--- config.mk ---
export PLATFORM = sky130hd
export DESIGN_NAME = core_pmp_port
export DESIGN_NICKNAME = d
export VERILOG_FILES = /design/src/rtl/core_pmp_checker.sv
export SDC_FILE = /design/constraint.sdc
export NUM_CORES = 2
export LEC_CHECK = 0
export CORE_AREA = 4 4 414 416
export CTS_BUF_LIST = sky130_fd_sc_hd__clkbuf_8
export DETAILED_ROUTE_END_ITERATION = 10
export DIE_AREA = 0 0 418 420
export GPL_ROUTABILITY_DRIVEN = 0
export SLEW_MARGIN = 20
export SYNTH_ARGS = -nofsm -noshare
export SYNTH_HDL_FRONTEND = slang
export SYNTH_SLANG_ARGS = --single-unit
--- constraint.sdc ---
create_clock -name g_clk -period 14.5 [get_ports g_clk]
set_input_delay 4.35 -clock g_clk [delete_from_list [all_inputs] [get_ports g_clk]]
set_output_delay 4.35 -clock g_clk [all_outputs]
set_load 0.05 [all_outputs]
--- src/rtl/core_pmp_checker.sv ---
// core_pmp_checker: multi-port pipelined PMP checker that also holds the
// architectural pmpcfg/pmpaddr state for the CSR file.
//
// Ports:
//   g_clk, g_reset                  clock, async active-high reset
//   csr_en/csr_wr/csr_addr/csr_wdata CSR access (full writes only)
//   csr_rdata, csr_error             combinational read data / not-a-PMP-CSR flag
//   req_valid/req_ready/req_addr/req_prv/req_acc  per-port request channel
//   rsp_valid/rsp_ready/rsp_trap     per-port registered response (1 cycle)
//
// Optional build macro: CORE_PMP_FAULT_LOG_EN adds a sticky first-trap capture
// register at CSR 0x7C0 {valid, port[2:0], acc[2:0], byte address}.

// One check channel: region match, priority select, decision and response reg.
module core_pmp_port #(
  parameter int AW  = 56,
  parameter int NR  = 16,
  parameter int NRA = 16
) (
  input  logic                     g_clk,
  input  logic                     g_reset,
  input  logic [NRA-1:0][7:0]      i_cfg,
  input  logic [NRA-1:0][AW-3:0]   i_addr,
  input  logic                     i_req_valid,
  output logic                     o_req_ready,
  input  logic [AW-1:0]            i_req_addr,
  input  logic [1:0]               i_req_prv,
  input  logic [2:0]               i_req_acc,
  output logic                     o_rsp_valid,
  input  logic                     i_rsp_ready,
  output logic                     o_rsp_trap,
  output logic                     o_trap_acc
);
  localparam logic [AW-3:0] ONE = 1;

  logic [AW-3:0]  w_a;
  logic [NRA-1:0] w_hit;
  logic           w_fnd, w_lk, w_m, w_perm, w_acc;
  logic [2:0]     w_rwx;
  logic           r_vld, r_trap;

  assign w_a = i_req_addr[AW-1:2];

  for (genvar i = 0; i < NRA; i++) begin : g_rgn
    logic [AW-3:0] w_base, w_nmask;
    logic          w_h;
    if (i == 0) begin : g_b0
      assign w_base = '0;
    end else begin : g_bn
      assign w_base = i_addr[i-1];
    end
    // Bits [k:0] set for k trailing ones; all-ones pmpaddr gives a full mask.
    assign w_nmask = i_addr[i] ^ (i_addr[i] + ONE);
    always_comb begin
      w_h = 1'b0;
      if (i < NR) begin
        case (i_cfg[i][4:3])
          2'b01:   w_h = (w_a >= w_base) && (w_a < i_addr[i]);
          2'b10:   w_h = (w_a == i_addr[i]);
          2'b11:   w_h = ((w_a ^ i_addr[i]) & ~w_nmask) == '0;
          default: w_h = 1'b0;
        endcase
      end
    end
    assign w_hit[i] = w_h;
  end

  // Scan high to low so the lowest-numbered hit is the one left standing.
  always_comb begin
    w_fnd = 1'b0;
    w_rwx = 3'b000;
    w_lk  = 1'b0;
    for (int i = NRA - 1; i >= 0; i--) begin
      if (w_hit[i]) begin
        w_fnd = 1'b1;
        w_rwx = i_cfg[i][2:0];
        w_lk  = i_cfg[i][7];
      end
    end
    w_m = (i_req_prv == 2'b11);
    if (w_fnd) w_perm = (w_m && !w_lk) || (|(i_req_acc & w_rwx));
    else       w_perm = w_m || (NR == 0);
  end

  assign o_req_ready = !r_vld || i_rsp_ready;
  assign w_acc       = i_req_valid && o_req_ready;
  assign o_trap_acc  = w_acc && !w_perm;
  assign o_rsp_valid = r_vld;
  assign o_rsp_trap  = r_trap;

  always_ff @(posedge g_clk or posedge g_reset) begin
    if (g_reset) begin
      r_vld  <= 1'b0;
      r_trap <= 1'b0;
    end else if (w_acc) begin
      r_vld  <= 1'b1;
      r_trap <= !w_perm;
    end else if (i_rsp_ready) begin
      r_vld  <= 1'b0;
    end
  end
endmodule


# == Word level (Yosys, flattened, before mapping) ==
# Index checks and enable logic that the tools add are counted.
# word_totals
reg_bits,2
word_cells,289
output_inout_bits,4
in_bits,1057
# op_classes
n_addsub,16
reduce_logical,42
mux,67
n_bitwise,65
order_cmp,32
eq_ne,65
# ops
op,count
54-bit XOR,32
"54-bit by 1-bit adder with 54-bit output, second input constant",16
54-bit AND,16
54-bit == test,16
54-bit logical NOT,16
54-bit < comparator,16
54-bit NOT,16
54-bit greater-or-equal comparator,15
"2-bit == test, second input constant",33
"54-bit by 1-bit greater-or-equal comparator with 1-bit output, second input constant",1
3-bit two-way mux,16
1-bit one-hot mux with 3 select lines,16
1-bit two-way mux,35
"2-bit by 1-bit == test with 1-bit output, second input constant",16
1-bit logical AND,19
3-bit AND,1
1-bit logical NOT,3
3-bit OR reduction,1
1-bit logical OR,2
2-bit nonzero test,1

# == Longest topological paths before layout ==
# depth
word_depth,28
mapped_depth,16
mapped_depth_nobuf,15

# == Least setup slack after synthesis ==
# Ideal clock, no wire load.
# synth_timing
kind,input port to output port
startpoint,in i_addr[227] (netlist bit)
endpoint,out o_trap_acc
n_path_buf,0
slack_ns,1.106
path_stages,13
arrival_time_ns,9.044
cell_sequence,and3_1 -> or4b_4 -> nor4_4 -> nor2_2 -> or4b_1 -> or4_4 -> nor4_4 -> a211oi_2 -> nand3_2 -> nor4_1 -> and4b_1 -> a211o_1 -> nor4_1
# synth_between
elab_chain_len,17
word_cells_on_any_way,39
# synth_lines
item,line_no,source
from (decl),23,"input logic [NRA-1:0][AW-3:0] i_addr,"
54-bit by 1-bit adder with 54-bit output,53,assign w_nmask = i_addr[i] ^ (i_addr[i] + ONE);
54-bit XOR,53,
54-bit NOT,60,2'b11: w_h = ((w_a ^ i_addr[i]) & ~w_nmask) == '0;
54-bit AND,60,
54-bit logical NOT,60,
1-bit one-hot mux with 3 select lines,57,case (i_cfg[i][4:3])
3-bit two-way mux / 1-bit two-way mux (equally long branches) (5 in series),74,if (w_hit[i]) begin
3-bit AND / 1-bit logical NOT (equally long branches),81,if (w_fnd) w_perm = (w_m && !w_lk) || (|(i_req_acc & w_rwx));
3-bit OR reduction / 1-bit logical AND (equally long branches),81,
1-bit logical OR,81,
1-bit two-way mux (*),81,
1-bit logical NOT (*),87,assign o_trap_acc = w_acc && !w_perm;
1-bit logical AND (*),87,
to (decl),32,output logic o_trap_acc
# Every way passes the cells marked *; elsewhere a longest branch is shown, timed or not.

# == Final worst setup path ==
# layout_timing
startpoint,in i_addr[541] (netlist bit)
endpoint,out o_trap_acc
# layout_between
elab_chain_len,23
word_cells_on_any_way,57
# layout_lines
item,line_no
54-bit by 1-bit adder with 54-bit output,53
54-bit XOR,53
54-bit NOT,60
54-bit AND,60
54-bit logical NOT,60
1-bit one-hot mux with 3 select lines,57
3-bit two-way mux / 1-bit two-way mux (equally long branches) (11 in series),74
3-bit AND / 1-bit logical NOT (equally long branches),81
3-bit OR reduction / 1-bit logical AND (equally long branches),81
1-bit logical OR,81
1-bit two-way mux (*),81
1-bit logical NOT (*),87
1-bit logical AND (*),87
# Marks and branches as above.

==> flow_summary.json <==
{
  "setup.worst_path.class": "in -> out",
  "cts_tree": "yes",
  "power_mw": 1.67,
  "final_util_pct": 30.6,
  "met1_usage_pct": 33.7,
  "synth_ff_type": "dfrtp_1",
  "min_period_ns": 14.33,
  "place_area_um2": 50700,
  "finalInstanceArea_um2": 51100,
  "firstDrtPassIters": 7,
  "ir_drop_v": 0.0000254,
  "synth.top_cell.area_share_pct": 30.2,
  "fillers": 18200,
  "syn_inst": 5461,
  "synth_enable_flop_cells": 0,
  "cts_sinks": 2,
  "use_met3_pct": 9.70,
  "holdBufCountCts": 0,
  "root_buffer": "clkbuf_8",
  "core_um2": 167000,
  "first_iter_violations": 7099,
  "die_w_um": 418,
  "setup_tns_ns": 0,
  "synth.avg_cell_area_um2": 6.67,
  "htree_levels": 1,
  "cp.arrival_ns": 9.98,
  "rsz0062_at_grt": "no",
  "finalClockSkew_ns": 0.00141,
  "dp_slack_ns": 0.0207,
  "ys_top_cells_by_area": "ha_1 (30%), inv_1 (9.6%), a21oi_1 (7.1%), nand4_1 (5.1%), a31oi_1 (3.9%)",
  "worstMarginPinSlew_ns": 1.03,
  "crit_path_max_incr_delay_ns": 0.70,
  "max-cap-violations": 0,
  "dp_hpwl_um": 238000,
  "synth_commonest_cells": "inv_1 (931), ha_1 (880), a21oi_1 (516)",
  "fin_nets": 8587,
  "worst_slack_ns": 0.169,
  "vias": 53800,
  "synth_area_leader_cell": "ha_1",
  "fp.dieH_um": 420,
  "startpoint_type": "input port",
  "portBuffers": 1026,
  "grt_pass1_wl_um": 371000,
  "maxSlewHeadroom_pct": 30.6,
  "synth_most_common_cell": "inv_1",
  "holdWs_ns": 0.499,
  "grt_max_degree": 17,
  "gr-total-overflow": 0,
  "grt-busiest-layer": "met2",
  "clk_pin_slew_ns": 0.03,
  "drc": 0,
  "setup-violations-final": 0,
  "yosys_warnings": 0,
  "end_kind": "primary output",
  "yosysSeqAreaShare_pct": 0.137,
  "cp_cell_sequence": "clkdlybuf4s50_1 > ha_1 > nand2_1 > nor2_1 > and3_1 > a41oi_1 > or4b_2 > nor4_1 > a31oi_1 > nand2_1 > nor2_2 > and4_1 > and4b_2 > a211o_1 > nor4_1 > buf_4 > buf_12",
  "viasPerCell": 6.01,
  "max_freq_ghz": 0.0698,
  "synth-seq-cells": 2,
  "yosysUniqueCellTypes": 99,
  "powerDensity_nw_per_um2": 32.7,
  "period_share_pct": 98.8,
  "start_util_pct": 21.8,
  "drive_above_1_share_pct": 5.23,
  "synthArstFlopShare_pct": 100,
  "worstPathRequired_ns": 10.15,
  "numCtsBuffers": 3,
  "outcome": "finished, final reports clean",
  "final_hold_viol_count": 0,
  "clkLatencyLatePin_ns": 0.21,
  "syn_area_um2": 36400,
  "ant_nets": 0,
  "power.leakage_nw": 23.2,
  "ios": 1061,
  "wl_per_cell_um": 30.7,
  "dp_cells": 8849,
  "use_met2_pct": 43.1,
  "timing.final.max_slew_violations": 0,
  "synth_nets": 7398,
  "critical_path_peak_fanout": 7,
  "clockBufferDepth": 2,
  "cp_num_buf_inv": 3,
  "crit_family": "simple AND/OR/NAND/NOR gates",
  "num_rows": 150,
  "antenna_found_initial": 136,
  "drt-total-wl_um": 275000,
  "die_area_um2": 176000,
  "hold_class": "reg -> reg",
  "grt_pass1_vias": 50700,
  "slowest_stage": "or4b_2",
  "gr-usage-all-layers_pct": 29.4,
  "instances_no_fill": 8953,
  "area_delta_synth_final_pct": 40.2
}
-- final timing paths --
path	from	endpoint	slack [ns]	cells past startpoint
max reg2reg	o_rsp_valid	o_rsp_trap	12.81	7
max in group asynchronous	g_reset	o_rsp_trap	9.82	2
min reg2reg	o_rsp_trap	o_rsp_trap	0.50	2
min	o_rsp_trap	o_rsp_trap	0.50	2
max	i_addr[541]	o_trap_acc	0.17	17
min in group asynchronous	g_reset	o_rsp_valid	4.55	2
-- registers in the layout, summed over array words and instances, names as in the netlist --
signal	count
o_rsp_trap	1
o_rsp_valid	1
-- repair_timing --
action                                 in CTS  in global routing
endpoints found under the hold margin       0                  0
setup buffers                               0                  0
setup endpoints to repair                   1                  1
gates resized for setup                     1                  9
-- worst min-delay path: cells and delay by family (launching register included) --
family / cells / cell delay, ns
flops: 1 / 0.33
simple gates: 1 / 0.08
compound gates: 1 / 0.05
-- power breakdown --
part / internal (mW) / switching (mW) / total (mW) / leakage, nW
clock: 0.0176 / 0.00446 / 0.0220 / 0.0222
combinational: 0.684 / 0.955 / 1.64 / 23.1
sequential: 0.00665 / 0.000539 / 0.00719 / 0.0234
total: 0.708 / 0.960 / 1.67 / 23.2
-- cell type report --
type                    count  area, µm²  share of cell area [%]
inverters                 931       3490                    6.84
flip-flops and latches      2       50.0                  0.0980
repair buffers           1232      11700                    22.9
diodes                    101        253                   0.495
well taps                2204       2760                    5.40
multi-input cells        4480      32800                    64.1
clock buffers               3       41.3                  0.0808
-- placed cells by master (no fill, tap or decap), types with 27 or more instances in the layout --
| cell type | instances |
|---|---|
| clkdlybuf4s50_1 | 972 |
| o22ai_1 | 38 |
| a21o_1 | 85 |
| diode_2 | 101 |
| and4_1 | 116 |
| inv_1 | 930 |
| o211ai_1 | 48 |
| nand2_1 | 293 |
| nand3_1 | 243 |
| nor3_1 | 208 |
| buf_4 | 193 |
| a211oi_1 | 55 |
| a41oi_1 | 110 |
| o2111ai_1 | 27 |
| buf_2 | 53 |
| nor4_1 | 203 |
| a31oi_1 | 227 |
| nor2_1 | 285 |
| nand4_1 | 298 |
| a21oi_1 | 516 |
| and3_1 | 110 |
| and2_1 | 50 |
| ha_1 | 880 |
| or4_1 | 54 |
| o21ai_0 | 152 |
-- cell families after synthesis --
group / synth area share, %
adder cells (fa/ha/maj): 30.2
AO/OA/AOI/OAI: 27.9
multiplexers: 0.0549
AND/OR/NAND/NOR: 31.2
XOR/XNOR: 0.312
buffers and inverters: 10.1
flip-flops: 0.137
-- layer usage --
metal	wire length [µm]	vias up
met5	230	-
met4	28700	34
met3	34200	1190
met2	114000	4082
met1	98300	24900
li1	-	23600
No activity file was read; power rests on OpenSTA's default activity.
